**src/rtl/fetch_if_stage.sv**
```systemverilog
// Instruction fetch stage with IF/ID register, one-entry skid buffer and redirect/HALT handling.
// Define FETCH_PERF_EN to add saturating request/hit counters.
module fetch_if_stage #(
    parameter logic [15:0] RESET_PC  = 16'h0000,
    parameter logic [15:0] NOP_INSTR = 16'h0800
) (
    input  logic        clk,
    input  logic        rst,
    input  logic        stall,
    input  logic        redirect,
    input  logic [15:0] redirect_pc,
    output logic        imem_rd,
    output logic [15:0] imem_addr,
    input  logic [15:0] imem_data,
    input  logic        imem_done,
    output logic [15:0] nxtPcIfId,
    output logic [15:0] instrIfId,
    output logic        validInsIfId,
    output logic [15:0] fetch_pc,
    output logic        fetch_halted
`ifdef FETCH_PERF_EN
    ,
    output logic [31:0] icache_req_count,
    output logic [31:0] icache_hit_count
`endif
);

    typedef enum logic [1:0] {
        S_REQ,
        S_WAIT,
        S_HALTED
    } state_t;

    state_t      r_state;
    logic [15:0] r_pc;
    logic [15:0] r_addr;
    logic        r_drop;
    logic        r_skid_vld;
    logic [15:0] r_skid_ins;
    logic [15:0] r_skid_npc;
    logic [15:0] r_ins;
    logic [15:0] r_npc;
    logic        r_vld;

    logic        w_req_blk;
    logic        w_deliv;
    logic        w_halt;
    logic [15:0] w_pc2;

    // A full skid buffer under stall has nowhere to put another word.
    assign w_req_blk = r_skid_vld && stall;

    assign imem_rd   = !rst && ((r_state == S_WAIT) ||
                                ((r_state == S_REQ) && !w_req_blk));
    assign imem_addr = (r_state == S_WAIT) ? r_addr : r_pc;
    assign w_pc2     = imem_addr + 16'd2;
    assign w_deliv   = imem_rd && imem_done && !r_drop && !redirect;
    assign w_halt    = (imem_data[15:11] == 5'b00000);

    assign nxtPcIfId    = r_npc;
    assign instrIfId    = r_ins;
    assign validInsIfId = r_vld;
    assign fetch_pc     = r_pc;
    assign fetch_halted = (r_state == S_HALTED);

    always_ff @(posedge clk) begin
        if (rst) begin
            r_state    <= S_REQ;
            r_pc       <= RESET_PC;
            r_addr     <= RESET_PC;
            r_drop     <= 1'b0;
            r_skid_vld <= 1'b0;
            r_skid_ins <= NOP_INSTR;
            r_skid_npc <= 16'h0000;
            r_ins      <= NOP_INSTR;
            r_npc      <= 16'h0000;
            r_vld      <= 1'b0;
        end else if (redirect) begin
            r_ins      <= NOP_INSTR;
            r_vld      <= 1'b0;
            r_skid_vld <= 1'b0;
            r_pc       <= redirect_pc;
            // An in-flight request must still complete; its data is thrown away.
            if (r_state == S_WAIT && !imem_done) begin
                r_drop <= 1'b1;
            end else begin
                r_drop  <= 1'b0;
                r_state <= S_REQ;
            end
        end else begin
            if (!stall) begin
                if (r_skid_vld) begin
                    r_ins      <= r_skid_ins;
                    r_npc      <= r_skid_npc;
                    r_vld      <= 1'b1;
                    r_skid_vld <= w_deliv;
                end else if (w_deliv) begin
                    r_ins <= imem_data;
                    r_npc <= w_pc2;
                    r_vld <= 1'b1;
                end else begin
                    r_ins <= NOP_INSTR;
                    r_vld <= 1'b0;
                end
            end else if (w_deliv) begin
                r_skid_vld <= 1'b1;
            end
            if (w_deliv) begin
                r_skid_ins <= imem_data;
                r_skid_npc <= w_pc2;
            end
            unique case (r_state)
                S_REQ: begin
                    if (imem_rd) begin
                        if (imem_done) begin
                            r_pc <= w_pc2;
                            if (w_halt) r_state <= S_HALTED;
                        end else begin
                            r_state <= S_WAIT;
                            r_addr  <= r_pc;
                        end
                    end
                end
                S_WAIT: begin
                    if (imem_done) begin
                        r_drop <= 1'b0;
                        if (r_drop) begin
                            r_state <= S_REQ;
                        end else begin
                            r_pc    <= w_pc2;
                            r_state <= w_halt ? S_HALTED : S_REQ;
                        end
                    end
                end
                default: begin
                end
            endcase
        end
    end

`ifdef FETCH_PERF_EN
    always_ff @(posedge clk) begin
        if (rst) begin
            icache_req_count <= 32'd0;
            icache_hit_count <= 32'd0;
        end else if (r_state == S_REQ && imem_rd) begin
            if (icache_req_count != 32'hFFFF_FFFF)
                icache_req_count <= icache_req_count + 32'd1;
            if (imem_done && icache_hit_count != 32'hFFFF_FFFF)
                icache_hit_count <= icache_hit_count + 32'd1;
        end
    end
`endif

endmodule

```
**config.mk**
```make
export PLATFORM = sky130hd
export DESIGN_NAME = fetch_if_stage
export DESIGN_NICKNAME = d
export VERILOG_FILES = /design/src/rtl/fetch_if_stage.sv
export SDC_FILE = /design/constraint.sdc
export NUM_CORES = 1
export LEC_CHECK = 0
export ABC_AREA = 1
export BUFFER_PORTS_ARGS = -buffer_cell sky130_fd_sc_hd__buf_2
export CAP_MARGIN = 30
export CORE_UTILIZATION = 45
export DETAILED_ROUTE_END_ITERATION = 8
export PLACE_DENSITY_LB_ADDON = 0.05
export SLEW_MARGIN = 40
export SYNTH_ARGS = -nofsm -noshare
export SYNTH_HDL_FRONTEND = slang
export SYNTH_SLANG_ARGS = --single-unit
export TNS_END_PERCENT = 100
```
**constraint.sdc**
```tcl
create_clock -name clk -period 5.4 [get_ports clk]
set_input_delay 0.27 -clock clk [delete_from_list [all_inputs] [get_ports clk]]
set_output_delay 0.27 -clock clk [all_outputs]
set_load 0.01 [all_outputs]
```
; After elaboration in Yosys (flattened, before gate mapping)
; Index checks and enable logic that the tools add are counted.
[word_totals]
regBits = 101
latch_bits = 0
mem_bits_rw = 0
romBits = 0
inputBits = 37
word_cells = 78
memories = 0
[classes]
add_sub_neg = 1
mul = 0
div = 0
order_cmp = 0
n_eq_ne = 9
n_shift = 0
mux = 29
bitwise_logic = 3
n_reduce_logical = 26
[op_table]
columns = op, count
row1 = $mux W16, 10
row2 = $pmux W16 S2, 1
row3 = $add A16 B2 Y16 const B, 1
row4 = $mux W2, 8
row5 = $ne A3 B3 Y1 const B, 4
row6 = $reduce_and A5 Y1, 2
row7 = $mux W1, 9
row8 = $logic_and A1 B1 Y1, 7
row9 = $reduce_bool A2 Y1, 3
row10 = $logic_not A1 Y1, 5
row11 = $logic_not A5 Y1, 1
row12 = $ne A4 B4 Y1 const B, 1
row13 = $pmux W2 S2, 1
row14 = $reduce_and A2 Y1, 2
row15 = $reduce_and A4 Y1, 1
row16 = $not A1 Y1, 3
row17 = $reduce_and A3 Y1, 1
row18 = $reduce_bool A3 Y1, 1
row19 = $eq A2 B1 Y1 const B, 1
row20 = $eq A2 B2 Y1 const B, 1
row21 = $logic_not A2 Y1, 1
row22 = $ne A2 B1 Y1 const B, 1
row23 = $ne A2 B2 Y1 const B, 1
row24 = $reduce_or A2 Y1, 1
row25 = $logic_or A1 B1 Y1, 1

; Depth between registers and ports, before layout
[depth]
depth_word = 10
ltp_mapped = 12

; Least setup slack after synthesis
; Ideal clock, no wire load.
[synth_timing]
path_type = register to register
startpoint = reg r_state[0]
endpoint = reg r_pc[9] (netlist: fetch_pc[9])
setup_time_ns = 0.070
t_arrival_ns = 1.702
required_time_ns = 5.330
path_slack_ns = 3.628
stages_incl_launch_ff = 12
path_cell_list = dfxtp_1 -> buf_6 -> buf_6 -> nand3_2 -> nand2_2 -> ha_1 -> nand2_1 -> nor2_2 -> nand2_4 -> xor2_1 -> nand2_1 -> a21oi_1
[synth_between]
elab_chain_len = 7
word_cells_on_any_way = 19
cone_classes = add/sub: 1 / eq/ne: 5 / mux: 7 / reduce/logical: 6
[synth_lines]
columns = element, line_no
row1 = "start, declared", 34  ; state_t r_state;
row2 = "start signal, assigned", 131  ; r_state <= w_halt ? S_HALTED : S_REQ;
row3 = $eq A2 B1 Y1 (*), 55  ; assign imem_addr = (r_state == S_WAIT) ? r_addr : r_pc;
row4 = $mux W16 (*), 55
row5 = net imem_addr[2], 13  ; output logic [15:0] imem_addr,
row6 = $add A16 B2 Y16 (*), 56  ; assign w_pc2 = imem_addr + 16'd2;
row7 = "$mux W16, on equally long branches", "127, 115"
row8 = "$mux W16, on equally long branches", "125, 114"
row9 = $pmux W16 S2 (*), 112  ; unique case (r_state)
row10 = $mux W16 (*), 78  ; end else if (redirect) begin
row11 = "end signal, assigned", 82  ; r_pc <= redirect_pc;
row12 = "end signal, assigned", 116  ; r_pc <= w_pc2;
row13 = "end signal, assigned", 130  ; r_pc <= w_pc2;
row14 = "end, declared", 35  ; logic [15:0] r_pc;
; Mark *: on every way through the listed nets, which the timed path passes. The rest lies on a longest branch. The select of a mux whose other input is x is not followed.
; A chain may end at the register's enable or synchronous reset.

; Worst setup path in the final report
[layout_timing]
startpoint = reg r_state[0]
endpoint = reg r_pc[10] (netlist: fetch_pc[10])
[layout_between]
elab_chain_len = 7
word_cells_on_any_way = 19
cone_classes = add/sub: 1 / eq/ne: 5 / mux: 7 / reduce/logical: 6
[layout_lines]
columns = element, line_no
row1 = $eq A2 B1 Y1, "53, 55, 112"
row2 = $mux W16, 55
row3 = $add A16 B2 Y16, 56
row4 = "$mux W16, on equally long branches", "127, 115"
row5 = "$mux W16, on equally long branches", "125, 114"
row6 = $pmux W16 S2, 112
row7 = $mux W16, 78
; Several ways; a longest one is shown, not always the timed one. The select of a mux whose other input is x is not followed.

==> impl_results.md <==
* Largest net degree at the start of global routing at 57
* Commonest non-fill, non-tap cell in the layout: nand2_1
* Initial DRC Count at 246
* Layout cells sized above 1 at between 20% and 30%
* Seq/Total Area, Yosys at a little over two fifths
* Core ar. at between 0.01 and 0.015 sq mm
* Distinct cell type count after synthesis at 37
* CTS buffer count at 9
* Post-layout minimum cycle time at between 2 and 2.5 ns
* First-pass GRT wire length at around 22000 um
* Die Y-Extent at 105.6 um
* Clock Sinks at between 100 and 150
* #FFs+latches synth at slightly above 100
* Gpl congestion at 0.8387
* MaxCap Viol Count at 0
* Power density over the cells at slightly above 300 mW/mm^2
* Die width at between 100 and 150 um
* Most frequent cells in the layout: nand2_1, buf_2, dfxtp_1
* Final setup fails at 0
* Synthesized cell area at 0.004831 sq mm
* Rel. slew slack at 57.09%
* Root buf cell: clkbuf_8
* DRT Pass-1 Iters at 5
* Pleak at 2.478 nW
* Critical path required time at about 5.7 ns
* Congestion Overflow GR at 0
* Global Route Usage Sum at roughly a quarter
* Vias in the first global route at 4353
* Post-synthesis cell count at 646
* # fillers at about 1100
* Final Power at between 1.5 and 2 mW
* Clock Latency Late Sink at between 0.3 and 0.4 ns
* Crit Path Max Fanout at 17
* Postcts setup bufs at 0
* CP Capture Type: flip-flop
* Die area at approximately 0.011 sq mm
* N_diodes at 0
* Peak supply drop at about 140 uV
* Worst Tran Pin Value at 0.6394 ns
* Final period util at around 44%
* Async set or reset register ratio after synthesis at 0%
* Ports at approximately 100
* Detail Placement HPWL at about 9300 um
* Final Util at 53.41%
* Syn_nets at approximately 700
* Worst Hold Class: in2reg
* FP Rows at 37
* Worst-path clk slew at around 0.09 ns
* Crit path kind: reg2reg
* Drt wl/cell at 15.68 um
* PostCTS Resize Cnt at 0
* Layout Nets at ~760
* Clk_skew at around 0.012 ns
* Vias per inst at 5.389
* Slew Viols, Final at 0
* Clock H-tree levels at 3
* RSZ-0062 raised after global routing: no
* Status: finished clean
* Routed via count at 4645
* DR DRC count at 0
* Arr. time, crit path at 2.69 ns
* YS warnings at 0
* Post-route setup slack at around 3 ns
* Initial antenna violation count at 0
* CTS tree: built
* Final hold vios at 0
* Initial core utilization at a little under half
* Final setup TNS at 0 ns
* Syn avg cell area at ~7.5 sq um
* I/O Buffers at a little over 100
* Fmax at between 0.4 and 0.5 GHz
* Clock Tree Buf Depth at 2
* Ys flop type: dfxtp_1
* CP Launch Type: flip-flop
* Number of synthesized flops with an enable pin at 0
* Antenna viol nets, final at 0
* Post-CTS Hold Fix Bufs at 0
* Area Overhead vs Synth at 14.66%
* Worst slack, placed at 2.658 ns
* Total Routed Length at 13520 um
-- through the flow --
stage | std cells | cell area (sq um) | hold WS [ns]
5_1_grt | 862 | 5539 | 0.1526
3_5_place_dp | 846 | 5325 | 0.4463
6_report | 862 | 5539 | 0.1670
4_1_cts | 862 | 5537 | 0.1487
2_1_floorplan | 646 | 4831 | 0.4137
3_3_place_gp | 846 | 5323 | 0.4373
-- metal layers --
metal | routed length, um | global-route usage, %
met1 | 5951 | 32.27
met2 | 6574 | 42.34
met3 | 772 | 4.947
met4 | 220 | 7.837
met5 | 0 | 0
-- registers in the layout, indices dropped and copies added, names as in the netlist --
signal	flops
fetch_pc	16
instrIfId	16
nxtPcIfId	16
r_addr	16
r_drop	1
r_skid_ins	16
r_skid_npc	16
r_skid_vld	1
r_state	2
validInsIfId	1
-- critical path, stage by stage (launching register included) --
cell and delay [ns]:
dfxtp_2 0.66, inv_2 0.10, nand3_1 0.10, nand3_2 0.10, nand3_1 0.13, nand4_2 0.39, inv_1 0.52, o21ai_0 0.16
a21oi_1 0.16
-- Yosys cell counts (2+ instances only) --
library cell,count,area share [%]
a211oi_1,4,0.62
a21oi_1,94,9.7
buf_2,11,1.1
buf_4,3,0.47
buf_6,3,0.70
clkbuf_1,24,1.9
dfxtp_1,101,42
inv_1,27,2.1
inv_2,4,0.31
mux2i_1,2,0.41
nand2_1,142,11
nand2_2,20,2.6
nand2_4,11,2.6
nand3_1,50,5.2
nand3_2,9,1.9
nand4_1,8,1.0
nor2_1,22,1.7
nor2_2,4,0.52
nor2_4,5,1.2
o211ai_1,3,0.47
o21ai_0,78,8.1
o21ai_1,2,0.21
xor2_1,5,0.91
-- kinds of logic (layout without fill, tap and decap cells) --
kind of cell / count (synthesis) / after routing / synth area share (%)
adder cells (fa/ha/maj): 1 / 1 / 0.2590
AND/OR/NAND/NOR: 276 / 276 / 29.24
buffers and inverters: 74 / 154 / 7.019
flip-flops: 101 / 101 / 41.85
XOR/XNOR: 5 / 5 / 0.9065
AO/OA/AOI/OAI: 187 / 187 / 20.31
multiplexers: 2 / 2 / 0.4144
-- worst paths after layout --
kind,from,to,depth (start not counted),slack [ns]
min,imem_data[6],r_skid_ins[6]$_SDFFE_PP0P_,3,0.17
max reg2reg,r_state[0]$_SDFFE_PP0P_,fetch_pc[10]$_SDFFE_PP0P_,8,3.00
max,r_state[0]$_SDFFE_PP0P_,fetch_pc[10]$_SDFFE_PP0P_,8,3.00
min reg2reg,r_skid_npc[0]$_SDFFE_PP0P_,r_skid_npc[0]$_SDFFE_PP0P_,2,0.46
-- report_power, final --
part	switching [mW]	internal (mW)	total, mW
logic	0.244	0.117	0.362
registers	0.0389	0.790	0.829
clock network	0.261	0.252	0.513
total	0.544	1.16	1.70
-- final cells by class --
cell class / instances / area, sq um / share of cell area [%]
clock buffer: 13 / 168.9 / 3.049
clock inverter: 3 / 42.54 / 0.7680
inverter: 32 / 122.6 / 2.214
multi-input combinational: 471 / 2472 / 44.64
sequential: 101 / 2024 / 36.55
tap: 136 / 170.2 / 3.072
timing repair buffer: 106 / 538.0 / 9.713
Power figures use the tool's default switching activity.
